==> src/rtl/opm_window_avg.sv <==
// ============================================================================
// Module      : opm_window_avg
// Description : Averages the per-cycle opm power estimate over fixed windows
//               of 2**LOG_WIN valid samples. Each result is offered on a
//               one-entry valid/ready port. A hysteretic over-threshold alarm
//               is raised for the power-management controller.
//               Optional feature macro: OPM_WINDOW_PEAK_EN (adds peak_out).
// Revision    : 1.0 - initial release
// ============================================================================
`default_nettype none

module opm_window_avg #(
    parameter int IN_W    = 10,
    parameter int LOG_WIN = 8,
    parameter int HYST    = 4
) (
    input  logic            clk,
    input  logic            rst_n,
    input  logic            en,
    input  logic [IN_W-1:0] pwr_in,
    input  logic            pwr_vld,
    input  logic [IN_W-1:0] thr,
    output logic [IN_W-1:0] avg_out,
    output logic            avg_vld,
    input  logic            avg_rdy,
    output logic            ovf,
    output logic            alarm
`ifdef OPM_WINDOW_PEAK_EN
    ,
    output logic [IN_W-1:0] peak_out
`endif
);

    localparam int              c_ACC_W = IN_W + LOG_WIN;
    localparam logic [IN_W-1:0] c_HYST  = IN_W'(HYST);

    typedef enum logic [0:0] {
        ST_IDLE = 1'b0,
        ST_RUN  = 1'b1
    } state_t;

    state_t               r_state;
    state_t               w_next_state;
    logic [c_ACC_W-1:0]   r_acc;
    logic [LOG_WIN-1:0]   r_cnt;
    logic                 w_take;
    logic                 w_last;
    logic [c_ACC_W-1:0]   w_sum;
    logic [IN_W-1:0]      w_avg;
    logic [IN_W-1:0]      w_thr_lo;

    logic [IN_W-1:0]      r_avg_out;
    logic                 r_avg_vld;
    logic                 r_ovf;
    logic                 r_alarm;

    // Sum including the current sample; the average is its top IN_W bits.
    assign w_sum    = r_acc + {{LOG_WIN{1'b0}}, pwr_in};
    assign w_avg    = w_sum[c_ACC_W-1:LOG_WIN];
    // Alarm clear level, saturating at zero for small thresholds.
    assign w_thr_lo = (thr > c_HYST) ? (thr - c_HYST) : '0;

    // State register.
    always_ff @(posedge clk or negedge rst_n) begin
        if (!rst_n) begin
            r_state <= ST_IDLE;
        end else begin
            r_state <= w_next_state;
        end
    end

    // Next state and per-edge sample qualification; a sample arriving as en
    // drops is discarded together with the partial window.
    always_comb begin
        w_next_state = r_state;
        w_take       = 1'b0;
        w_last       = 1'b0;
        case (r_state)
            ST_IDLE: begin
                if (en) begin
                    w_next_state = ST_RUN;
                end
            end
            ST_RUN: begin
                if (!en) begin
                    w_next_state = ST_IDLE;
                end else if (pwr_vld) begin
                    w_take = 1'b1;
                    w_last = (r_cnt == {LOG_WIN{1'b1}});
                end
            end
            default: begin
                w_next_state = ST_IDLE;
            end
        endcase
    end

    // Window accumulator and sample counter; cleared outside RUN and at window end.
    always_ff @(posedge clk or negedge rst_n) begin
        if (!rst_n) begin
            r_acc <= '0;
            r_cnt <= '0;
        end else if (r_state == ST_RUN && en) begin
            if (w_last) begin
                r_acc <= '0;
                r_cnt <= '0;
            end else if (w_take) begin
                r_acc <= w_sum;
                r_cnt <= r_cnt + LOG_WIN'(1);
            end
        end else begin
            r_acc <= '0;
            r_cnt <= '0;
        end
    end

    // Result buffer, overwrite pulse and hysteretic alarm.
    always_ff @(posedge clk or negedge rst_n) begin
        if (!rst_n) begin
            r_avg_out <= '0;
            r_avg_vld <= 1'b0;
            r_ovf     <= 1'b0;
            r_alarm   <= 1'b0;
        end else if (w_last) begin
            r_avg_out <= w_avg;
            r_avg_vld <= 1'b1;
            // Only an unconsumed result that is not accepted this edge is lost.
            r_ovf     <= r_avg_vld & ~avg_rdy;
            if (w_avg >= thr) begin
                r_alarm <= 1'b1;
            end else if (w_avg < w_thr_lo) begin
                r_alarm <= 1'b0;
            end
        end else begin
            r_ovf <= 1'b0;
            if (r_avg_vld && avg_rdy) begin
                r_avg_vld <= 1'b0;
            end
        end
    end

    assign avg_out = r_avg_out;
    assign avg_vld = r_avg_vld;
    assign ovf     = r_ovf;
    assign alarm   = r_alarm;

`ifdef OPM_WINDOW_PEAK_EN
    logic [IN_W-1:0] r_peak;
    logic [IN_W-1:0] r_peak_out;
    logic [IN_W-1:0] w_peak_nx;

    assign w_peak_nx = (pwr_in > r_peak) ? pwr_in : r_peak;

    // Running maximum of the window; published alongside the average.
    always_ff @(posedge clk or negedge rst_n) begin
        if (!rst_n) begin
            r_peak     <= '0;
            r_peak_out <= '0;
        end else if (w_last) begin
            r_peak     <= '0;
            r_peak_out <= w_peak_nx;
        end else if (r_state == ST_RUN && en) begin
            if (w_take) begin
                r_peak <= w_peak_nx;
            end
        end else begin
            r_peak <= '0;
        end
    end

    assign peak_out = r_peak_out;
`endif

endmodule

`default_nettype wire

==> config.mk <==
export PLATFORM = sky130hd
export DESIGN_NAME = opm_window_avg
export DESIGN_NICKNAME = d
export VERILOG_FILES = /design/src/rtl/opm_window_avg.sv
export SDC_FILE = /design/constraint.sdc
export NUM_CORES = 1
export LEC_CHECK = 0
export BUFFER_PORTS_ARGS = -buffer_cell sky130_fd_sc_hd__buf_2
export CAP_MARGIN = 0
export CORE_UTILIZATION = 53
export DETAILED_ROUTE_END_ITERATION = 7
export GPL_ROUTABILITY_DRIVEN = 0
export HOLD_SLACK_MARGIN = 0.02
export PLACE_DENSITY = 0.77
export SLEW_MARGIN = 20
export SYNTH_ARGS = -nofsm -noshare
export SYNTH_HDL_FRONTEND = slang
export SYNTH_SLANG_ARGS = --single-unit
export TNS_END_PERCENT = 5
==> constraint.sdc <==
create_clock -name clk -period 3.2 [get_ports clk]
set_clock_uncertainty 0.2 [all_clocks]
set_input_delay 0 -clock clk [delete_from_list [all_inputs] [get_ports clk]]
set_output_delay 0 -clock clk [all_outputs]
set_load 0.05 [all_outputs]
==> metrics.yaml <==
status:
  outcome: "complete, but fails checks"
  violations: "setup timing"
floorplan:
  ios: 38
  rows: 26
  die_height_um: 75.8
  dieWidth_um: 75.8
  core-area_sq_um: 5170
  start_util_pct: 55.9
  dieArea_sq_um: 5750
timing:
  hold_violations: 0
  rsz0062_at_grt: "true"
  setup_violations: 1
  fin_crit_sh_pct: 106
  max_clock_freq_ghz: 0.296
  worst_pin_slew_ps: 900
  whs_ps: 95.8
  maxSlewViolCount: 0
  slew-limit-headroom_pct: 40.0
  setup_slack_ps: -184
  fin_crit_ps: 3380
route:
  drtPass1Iterations: 4
  wl_met2_um: 3390
  detail-route-antenna-nets: 0
  drt_iter0_drc: 110
  wl_per_cell_um: 14.2
  route.vias.total: 2684
  top_layer: "met4"
  drt-met1-wl_um: 3040
  wl_met3_um: 231
  routed_wl_um: 6750
  route.detailed.drc: 0
  viasPerCell: 5.65
setup_path:
  cp.required_ps: 3160
  criticalPathCategory: "flop to flop"
  path_max_fanout: 4
  r2r_slack_ps: -180
  rr_worst_depth: 14
  regToRegEndpoint: "alarm"
  start_kind: "flop"
  arrival_ps: 3340
  cp-end-kind: "flop"
  r2r_start: "r_acc[6]"
power_and_ir_drop:
  peakVddDrop_uv: 245
  report.power.total_uw: 1140
  power.density_nw_per_um2: 309
  power.leakage_uw: 0.00187
placement:
  dp_worst_setup_slack_ps: -340
  port_buffers: 37
  placed_area_sq_um: 3370
  place_hpwl_um: 4940
  dp.cells: 459
final_layout:
  final_area_sq_um: 3680
  final_layout_size_suffix_gt1_share_pct: 27.9
  layout.nets: 461
  stdcell_count: 475
  area_growth_pct: 27.2
  antennaDiodeCount: 0
global_route:
  grt_overflow: 0
  grt_pass1_wl_um: 11200
  grt_pass1_vias: 2571
  antenna_found_initial: 0
  grtUsageTotal_pct: 25.8
  grt_max_degree: 41
logic_synthesis:
  ys_top_cells_by_area: "dfrtp_1 35%, ha_1 13%, nand2_1 6.4%"
  seq_area_frac_synth_pct: 34.6
  synth_area_leader_cell: "dfrtp_1"
  post-synth-top-area-fraction_pct: 34.6
  yosysWarnings: 0
  async_flop_share_pct: 100
  synthTopCellsByCount: "49 x nand2_1, 40 x dfrtp_1, 31 x ha_1"
  synthesis.area_sq_um: 2890
  yosysMostFrequentCell: "nand2_1"
  synth_cell_types: 46
  synth_edf_count: 0
  synth.net_count: 387
  syn_avg_cell_area_sq_um: 8.76
  ys_ff_latch: 40
  syn_inst: 330
  ys.flop_type: "dfrtp_1"
worst_hold_path:
  hp-class: "input port to flop"
  hold_end: "r_acc[3]"
  hold_path_depth: 4
  min_from: "pwr_in[3]"
clock_network:
  cts_max_path_buffers: 2
  htreeDepth: 2
  cts_buffers: 5
  cts_tree: "built"
  clk_latency_ps: 290
  cts_sinks: 40
  clkSlewWorstSetupHoldPaths_ps: 80
  cts_root_buffer: "clkbuf_8"
run:
  drv_cap: 0
[worst max-delay path, cell delays in order, from the launching register on]
cell and delay [ps]:
dfrtp_1 390, ha_1 300, a21o_1 230, nor2b_1 150, a221oi_2 320, a21oi_2 130, and3_1 230, xor2_2 170
ha_1 310, a21oi_2 210, o2111ai_4 130, o2111ai_2 210, nor2_1 70, o221ai_1 70, o2111ai_1 140
[cell families after synthesis]
group	synth area share [%]
AOI/OAI and AO/OA	19.1
xor gates and xnor gates	6.67
adders and majority gates	14.1
buffers and inverters	3.72
DFF	34.6
muxes	2.60
and+or+nand+nor	19.2
[worst max-delay path by stage]
stage / start / endpoint / slack (ps) / cells past startpoint
2_1_floorplan: r_acc[0] / alarm / 7 / 16
6_report: r_acc[6] / alarm / -180 / 14
5_1_grt: r_acc[0] / alarm / -360 / 16
3_3_place_gp: r_acc[0] / alarm / -120 / 13
3_5_place_dp: r_acc[0] / alarm / -340 / 16
4_1_cts: r_acc[0] / alarm / -190 / 16
[sequential cells by signal, summed over array words and instances (netlist names)]
register,count
alarm,1
avg_out,10
avg_vld,1
ovf,1
r_acc,18
r_cnt,8
r_state,1
[placed cells by master, fill, tap and decap left out, drive strengths merged, types with 4 or more instances in the layout]
master	n
o21ai	30
nand3	10
nand2	49
inv	16
dfrtp	40
or3	4
xnor2	11
o2111ai	4
a31oi	9
ha	31
clkbuf	6
buf	72
dlygate4sd3	7
xor2	11
and3	7
a21oi	19
nor2	26
nand2b	6
mux2	6
a22o	6
[final cells by class]
type	count	area, sq um
Clock buffer	6	72.6
Inverter	16	60.1
Timing Repair Buffer	79	518
Clock inverter	2	35.0
Tap cell	70	87.6
Multi-Input combinational cell	262	1900
Sequential cell	40	1000
Fill cell	413	1500
[where the power goes]
group	switching, uW	internal, uW
combinational	116	96.1
clock	177	231
sequential	4.77	512
total	298	840
[what timing repair did]
action | 4_1_cts | 5_1_grt
pin swaps | 6 | 8
setup buffers | 0 | 1
resized for setup | 18 | 5
hold buffers | 7 | 0
endpoints found under the setup margin | 1 | 1
hold endpoints to repair | 50 | 0
cloned | 0 | 0
[per-layer routing]
layer | global-route usage [%] | vias to the layer above
met1 | 31.8 | 1293
met3 | 4.76 | 12
met2 | 45.4 | 62
met4 | 8.23 | 0
met5 | 0 | -
li1 | - | 1317
[metrics by stage]
stage / TNS, ps / utilization [%]
after CTS: -191 / 70.4
after detailed placement: -340 / 65.2
after global placement: -123 / 65.2
after global routing: -358 / 71.1
after floorplan: 0 / -
final: -184 / 71.1
(Power assumes the default switching activity.)
